<file path="src/rtl/sequence_acquisition_nslot.sv">
// sequence_acquisition_nslot: N-slot auto-zero acquisition sequencer driving AZ mux, pre-charge switch and ADC reset.
// Optional ADC timeout and sticky error flag are enabled by defining SEQ_ACQ_TIMEOUT_EN.
module sequence_acquisition_nslot #(
  parameter int NSLOTS  = 8,
  parameter int AZMUX_W = 4,
  parameter int PC_W    = 2,
  parameter int CNT_W   = 24
) (
  input  logic                      clk,
  input  logic                      reset_n,
  input  logic [CNT_W-1:0]          p_clk_count_precharge_i,
  input  logic [2:0]                p_nslots_i,
  input  logic [NSLOTS*AZMUX_W-1:0] p_seq_azmux_i,
  input  logic [NSLOTS*PC_W-1:0]    p_seq_pc_i,
  input  logic                      adc_measure_valid_i,
`ifdef SEQ_ACQ_TIMEOUT_EN
  input  logic [CNT_W-1:0]          p_clk_count_timeout_i,
  output logic                      err_timeout_o,
`endif
  output logic                      adc_reset_no,
  output logic [PC_W-1:0]           sw_pc_ctl_o,
  output logic [AZMUX_W-1:0]        azmux_o,
  output logic                      led0_o,
  output logic [3:0]                status_o,
  output logic [2:0]                slot_o,
  output logic [7:0]                monitor_o
);
  typedef enum logic [2:0] {IDLE, ARM, WAIT_BOOT, AZ, WAIT_AZ, PC, WAIT_PC, MEASURE} state_t;
  localparam logic [2:0] N_MAX = 3'(NSLOTS - 1);
  state_t state, state_nx;
  logic [CNT_W-1:0] cnt, meas_ld;
  logic [2:0] n;
  logic [NSLOTS*AZMUX_W-1:0] tbl_az, az_src;
  logic [NSLOTS*PC_W-1:0] tbl_pc, pc_src;
  logic [AZMUX_W-1:0] az_code;
  logic [PC_W-1:0] pc_code;
  logic cnt_done, last, timed_out, done;
  // slot 0 reads the live table because that is the cycle the snapshot is taken
  assign az_src = (slot_o == 3'd0) ? p_seq_azmux_i : tbl_az;
  assign pc_src = (slot_o == 3'd0) ? p_seq_pc_i : tbl_pc;
  assign cnt_done = (cnt == '0);
  assign last = (slot_o == n);
`ifdef SEQ_ACQ_TIMEOUT_EN
  assign meas_ld = p_clk_count_timeout_i;
  assign timed_out = cnt_done;
`else
  assign meas_ld = p_clk_count_precharge_i;
  assign timed_out = 1'b0;
`endif
  assign done = adc_measure_valid_i | timed_out;
  // state register
  always_ff @(posedge clk or negedge reset_n) begin
    if (!reset_n) state <= IDLE;
    else state <= state_nx;
  end
  // next-state logic
  always_comb begin
    state_nx = state;
    case (state)
      IDLE:      state_nx = ARM;
      ARM:       state_nx = WAIT_BOOT;
      WAIT_BOOT: state_nx = cnt_done ? AZ : WAIT_BOOT;
      AZ:        state_nx = WAIT_AZ;
      WAIT_AZ:   state_nx = cnt_done ? PC : WAIT_AZ;
      PC:        state_nx = (pc_code == '0) ? MEASURE : WAIT_PC;
      WAIT_PC:   state_nx = cnt_done ? MEASURE : WAIT_PC;
      MEASURE:   state_nx = done ? ARM : MEASURE;
      default:   state_nx = IDLE;
    endcase
  end
  // registered outputs, dwell counter and slot table snapshot
  always_ff @(posedge clk or negedge reset_n) begin
    if (!reset_n) begin
      cnt <= '0;
      n <= '0;
      tbl_az <= '0;
      tbl_pc <= '0;
      az_code <= '0;
      pc_code <= '0;
      adc_reset_no <= 1'b0;
      sw_pc_ctl_o <= '0;
      azmux_o <= '0;
      led0_o <= 1'b0;
      status_o <= '0;
      slot_o <= '0;
`ifdef SEQ_ACQ_TIMEOUT_EN
      err_timeout_o <= 1'b0;
`endif
    end else begin
      cnt <= cnt_done ? cnt : cnt - 1'b1;
      case (state)
        IDLE: adc_reset_no <= 1'b0;
        ARM: begin
          sw_pc_ctl_o <= '0;
          led0_o <= ~led0_o;
          cnt <= p_clk_count_precharge_i;
          az_code <= az_src[int'(slot_o)*AZMUX_W +: AZMUX_W];
          pc_code <= pc_src[int'(slot_o)*PC_W +: PC_W];
          if (slot_o == 3'd0) begin
            n <= (p_nslots_i > N_MAX) ? N_MAX : p_nslots_i;
            tbl_az <= p_seq_azmux_i;
            tbl_pc <= p_seq_pc_i;
          end
        end
        AZ: begin
          azmux_o <= az_code;
          cnt <= p_clk_count_precharge_i;
        end
        PC: begin
          sw_pc_ctl_o <= pc_code;
          cnt <= (pc_code == '0) ? meas_ld : p_clk_count_precharge_i;
          if (pc_code == '0) adc_reset_no <= 1'b1;
        end
        WAIT_PC: if (cnt_done) begin
          adc_reset_no <= 1'b1;
          cnt <= meas_ld;
        end
        MEASURE: if (done) begin
          adc_reset_no <= 1'b0;
          slot_o <= last ? 3'd0 : slot_o + 3'd1;
          if (adc_measure_valid_i) status_o <= {last, slot_o};
`ifdef SEQ_ACQ_TIMEOUT_EN
          if (!adc_measure_valid_i) err_timeout_o <= 1'b1;
`endif
        end
        default: ;
      endcase
    end
  end
  // debug monitor bus
  always_comb begin
    monitor_o = {adc_measure_valid_i, adc_reset_no, 2'(sw_pc_ctl_o), slot_o[2] ? 4'b0000 : 4'b0001 << slot_o[1:0]};
  end
endmodule

</file>
<file path="config.mk">
export PLATFORM = sky130hd
export DESIGN_NAME = sequence_acquisition_nslot
export DESIGN_NICKNAME = d
export VERILOG_FILES = /design/src/rtl/sequence_acquisition_nslot.sv
export SDC_FILE = /design/constraint.sdc
export NUM_CORES = 1
export LEC_CHECK = 0
export CORE_AREA = 3 3 102 104
export DETAILED_ROUTE_END_ITERATION = 12
export DIE_AREA = 0 0 105 107
export GPL_TIMING_DRIVEN = 0
export PLACE_DENSITY_LB_ADDON = 0.25
export SYNTH_ARGS = -nofsm -noshare
export SYNTH_HDL_FRONTEND = slang
export SYNTH_SLANG_ARGS = --single-unit
</file>
<file path="constraint.sdc">
create_clock -name clk -period 8.7 [get_ports clk]
set_input_delay 1.74 -clock clk [delete_from_list [all_inputs] [get_ports clk]]
set_output_delay 1.74 -clock clk [all_outputs]
set_load 0.02 [all_outputs]
</file>
# Word level (Yosys, flattened, before mapping)
# Cells that the tools add are included.
dict set report totals {
  reg_bits 99
  inputBits 78
  output_inout_bits 23
  elab_cells 60
}
dict set report op_classes {
  n_addsub 2
  n_lt_le_gt_ge 1
  eq_ne 11
  shift 3
  mux 19
  bitwise_logic 1
  reduce_logical 10
}
# cell count
set op_table {}
lappend op_table {{24-bit two-way mux} 2}
lappend op_table {{24-bit one-hot mux with 2 select lines} 1}
lappend op_table {{32-bit two-way mux} 1}
lappend op_table {{32-bit by 6-bit variable part select with 4-bit output} 1}
lappend op_table {{24-bit logical NOT} 1}
lappend op_table {{3-bit one-hot mux with 8 select lines} 1}
lappend op_table {{24-bit by 1-bit subtractor with 24-bit output (second input constant)} 1}
lappend op_table {{16-bit two-way mux} 1}
lappend op_table {{16-bit by 5-bit variable part select with 2-bit output} 1}
lappend op_table {{3-bit == test (second input constant)} 4}
lappend op_table {{3-bit two-way mux} 3}
lappend op_table {{1-bit two-way mux} 7}
lappend op_table {{3-bit by 2-bit == test with 1-bit output (second input constant)} 2}
lappend op_table {{3-bit logical NOT} 2}
lappend op_table {{2-bit inequality test (second input constant)} 3}
lappend op_table {{4-bit two-way mux} 1}
lappend op_table {{1-bit one-hot mux with 4 select lines} 1}
lappend op_table {{2-bit one-hot mux with 2 select lines} 1}
lappend op_table {{2-bit AND reduction} 2}
lappend op_table {{4-bit AND reduction} 1}
lappend op_table {{4-bit nonzero test} 1}
lappend op_table {{1-bit by 2-bit << shifter with 4-bit output (first input constant)} 1}
lappend op_table {{3-bit by 1-bit adder with 3-bit output (second input constant)} 1}
lappend op_table {{3-bit by 1-bit == test with 1-bit output (second input constant)} 1}
lappend op_table {{6 further kinds} 6}

# Longest topological paths before layout
dict set report depth {
  word_depth 4
  mapped_depth 11
  depth_no_buf 7
}

# Worst setup path before layout
# Ideal clock, no wire load.
dict set report synth_timing {
  path_type {flip-flop to output port}
  start {register slot_o[1]}
  end {output monitor_o[0]}
  arrival_ns 1.977
  t_required_ns 6.960
  path_slack_ns 4.983
  stages_incl_launch_ff 8
  path_buffers 4
  cell_sequence {dfrtp_1 > clkbuf_1 > inv_1 > buf_1 > ha_1 > nor2b_1 > buf_2 > buf_2}
}
dict set report synth_via {
  elab_chain_len 2
}
# item line
set synth_lines {}
lappend synth_lines {{start, declared} 25} ;# output logic [2:0] slot_o,
lappend synth_lines {{start signal, assigned} 120} ;# slot_o <= last ? 3'd0 : slot_o + 3'd1;
lappend synth_lines {{1-bit by 2-bit << shifter with 4-bit output} 132} ;# monitor_o = {adc_measure_valid_i, adc_reset_no, 2'(sw_pc_ctl_o), slot_o[2] ? 4'b0000 : 4'b0001 << slot_o[1:0]} ...
lappend synth_lines {{4-bit two-way mux} 132}
lappend synth_lines {{end, declared} 26} ;# output logic [7:0] monitor_o
# Every way passes these cells.

# Final worst setup path
# Same ends and word-level chain as after synthesis.

==> run metrics <==
outcome=completed; flop and latch count out of synthesis=99; Total Wirelength=approximately 12 mm; io pins=101; post-cts sizing count=0; Hold Crit Class=register to register; die height=roughly 110 microns; CTS Sinks=99; via count normalized by instance count=roughly 5.8; Core Rows=36; setup repair after global routing missed its margin=false; remaining design rule violation count=0; number of setup buffers added after CTS=0; total area of sequential cells=2477 sq um; Syn Std Cell Area=roughly 5200 sq um; number of standard cells after synthesis=446; gr ovfl total=0; Lkg Pwr=~2.8 nW; Longest Clk Path Bufs=2; share of cells above drive strength 1=a little under a quarter; final clock skew=0.01268 ns; maximum ir drop on the vdd rail=between 0.09 and 0.1 mV; number of warnings printed during yosys synthesis=0; Post-Synthesis Mean Instance Area=11.71 sq um; global-route wire length before repair=approximately 20 mm; instance count after placement with tap cells included=between 600 and 700; Placement Setup Slack=~3.8 ns; vias in the first global route=roughly 4000; hpwl dp=between 9 and 10 mm; x dimension of the die=between 100 and 150 microns; clock-pin slew on the worst setup and hold paths=about 0.1 ns; CTS tree=done; Hold Vio Cnt, Final=0; port buffer count=100; sequential cell area fraction in the yosys report=between 40 and 50%; clock tree root driver cell=sky130_fd_sc_hd__clkbuf_8; period utilisation layout=~60%; dominant register cell in the synthesized netlist=sky130_fd_sc_hd__dfrtp_1; average wire per standard cell=roughly 18 microns; Clock Latency Late Sink=between 0.3 and 0.4 ns; total via count in the routed design=around 4000; share of synthesized cell area in and, or, nand and nor gates=between 10% and 20%; kind of start point of the critical path=register; arithmetic-cell share of the synthesized area counting full adders, half adders and majority gates=1.677%; Finished Layout Cells=~700; ant diodes=0; Setup Crit Path Kind=register to output pin; number of fillers in the final layout=between 700 and 800; complex-gate fraction of the synthesized area=under 10%; combined global-route utilization of all metal layers=22.60%; Synth area leaders=sky130_fd_sc_hd__dfrtp_1 (47%), sky130_fd_sc_hd__mux2_2 (14%), sky130_fd_sc_hd__mux4_2 (7.8%); Worst Tran Pin Value=a little under 0.7 ns; reg-to-reg setup timing slack=between 4 and 5 ns; initial antenna violation count=0; routability congestion estimate=between 0.8 and 0.9; net count of the mapped netlist=531; synth-to-layout area growth=26.97%; post-layout worst setup margin=roughly 3.4 ns; post-route antenna net violation count=0; Initial Utilization=54.19%; total core area=roughly 9600 sq um; Die Footprint=between 10000 and 15000 sq um; FMAX=approximately 190 MHz; Hold Buf Count CTS=0; net count of the finished layout=between 600 and 700; post-synth top area share=a little under half; max-slew headroom at the worst pin=a little over half; number of pins with negative max-slew slack in the final report=0; Maximum Capacitance Violations=0; area of the multi-input gates=between 2000 and 3000 sq um; proportion of synthesized area in mux cells=between 20 and 25%; CP arrival=approximately 3.5 ns; number of enable flip-flop cells after synthesis=0; Power per Cell Area=roughly 130 nW/um^2; number of setup violations in the final report=0; data required time at the worst endpoint=6.96 ns; combinational family with the most area after synthesis=multiplexers; Detailed Route Iter0 Violations=between 150 and 200; detailed-routing iteration count for the pre-antenna-repair pass=5; xor and xnor fraction of the mapped netlist area=2.515%; post-route setup TNS=0 ns; async set or reset register ratio after synthesis=100.0%; worst slack on hold paths=just under 0.5 ns; Critical Path End Type=output pin; biggest fanout along the worst timing path=11; time the final worst path needs with I/O delays and setup=around 5.3 ns; Synth cell types=63; top post-synthesis cells by count=sky130_fd_sc_hd__dfrtp_1 (99), sky130_fd_sc_hd__mux2_2 (67), sky130_fd_sc_hd__nand2_1 (44), sky130_fd_sc_hd__o21ai_0 (31), sky130_fd_sc_hd__nor2_1 (20); H-tree depth=3; largest area contributor in the synthesized netlist=sky130_fd_sc_hd__dfrtp_1; Inserted Clock Buffers=9; most used standard cell by instance count after synthesis=sky130_fd_sc_hd__dfrtp_1; pin count of the biggest net entering global routing=51
-- registers in the layout, summed over array words and instances (netlist names) --
register	flops
cnt	24
tbl_az	32
pc_code	2
n	3
status_o	4
tbl_pc	16
azmux_o	4
slot_o	3
az_code	4
led0_o	1
state	3
sw_pc_ctl_o	2
adc_reset_no	1
-- final cells by class --
cell class              count  share of cell area, %
multi-input cells         311                  38.79
flip-flops and latches     99                  37.35
repair buffers            101                  15.47
well taps                 133                  2.509
plain buffers              31                  2.339
clock buffers               9                  1.868
clock inverters             7                  1.396
inverters                   5                 0.2830
-- path summary, 6_finish.rpt --
kind / startpoint / to / cells after the start
max: slot_o[1] / monitor_o[0] / 8
min: led0_o / led0_o / 1
max reg2reg: slot_o[1] / az_code[3] / 11
min reg2reg: led0_o / led0_o / 1
max in group asynchronous: reset_n / cnt[22] / 2
min in group asynchronous: reset_n / cnt[0] / 1
-- kinds of logic after synthesis --
group | after synthesis
AOI/OAI and AO/OA | 82
xor gates and xnor gates | 15
adders and majority gates | 7
buffers and inverters | 36
DFF | 99
muxes | 86
and+or+nand+nor | 121
-- placed cells by master, fill, tap and decap left out, drive strengths merged, types with 5 or more instances in the layout --
cell / Yosys / routed
a21oi: 13 / 13
a31oi: 6 / 6
and3: 7 / 7
buf: 20 / 22
clkbuf: 11 / 20
clkdlybuf4s50: 0 / 99
dfrtp: 99 / 99
ha: 7 / 7
inv: 4 / 9
mux2: 67 / 67
mux4: 18 / 18
nand2: 45 / 45
nor2: 20 / 20
nor3: 6 / 6
nor4: 5 / 5
o21ai: 36 / 36
or3: 5 / 5
or4: 7 / 7
xnor2: 12 / 12
-- per-stage QoR --
stage | instance area (sq um) | power, mW | utilization, %
5_1_grt | 6633 | 0.8751 | 68.81
4_1_cts | 6633 | 0.8537 | 68.81
3_3_place_gp | 6391 | 0.5310 | 66.30
6_report | 6633 | 0.8485 | 68.81
2_1_floorplan | 5224 | 0.4829 | -
3_5_place_dp | 6416 | 0.5337 | 66.56
-- routing by layer --
layer  vias to the layer above  share of wire, %  global-route usage [%]
li1                       1866                 -                       -
met5                         -                 0                       0
met3                        21               5.8                   5.358
met2                       132                52                   39.28
met4                         0               1.5                   6.186
met1                      2012                41                   28.41
-- worst max-delay path: stages (launching register included) --
cell and delay (ns):
sky130_fd_sc_hd__dfrtp_1 0.44, sky130_fd_sc_hd__clkbuf_1 0.30, sky130_fd_sc_hd__inv_1 0.29, sky130_fd_sc_hd__buf_1 0.52
sky130_fd_sc_hd__ha_1 0.25, sky130_fd_sc_hd__nor2b_1 0.14, sky130_fd_sc_hd__buf_2 0.20, sky130_fd_sc_hd__buf_2 0.33
sky130_fd_sc_hd__clkdlybuf4s50_1 0.67
-- power breakdown --
| group | internal [mW] | switching (mW) |
|---|---|---|
| Sequential | 0.463 | 0.00585 |
| Clock | 0.142 | 0.183 |
| Combinational | 0.0356 | 0.0194 |
| Total | 0.640 | 0.208 |
Power figures use the tool's default switching activity.
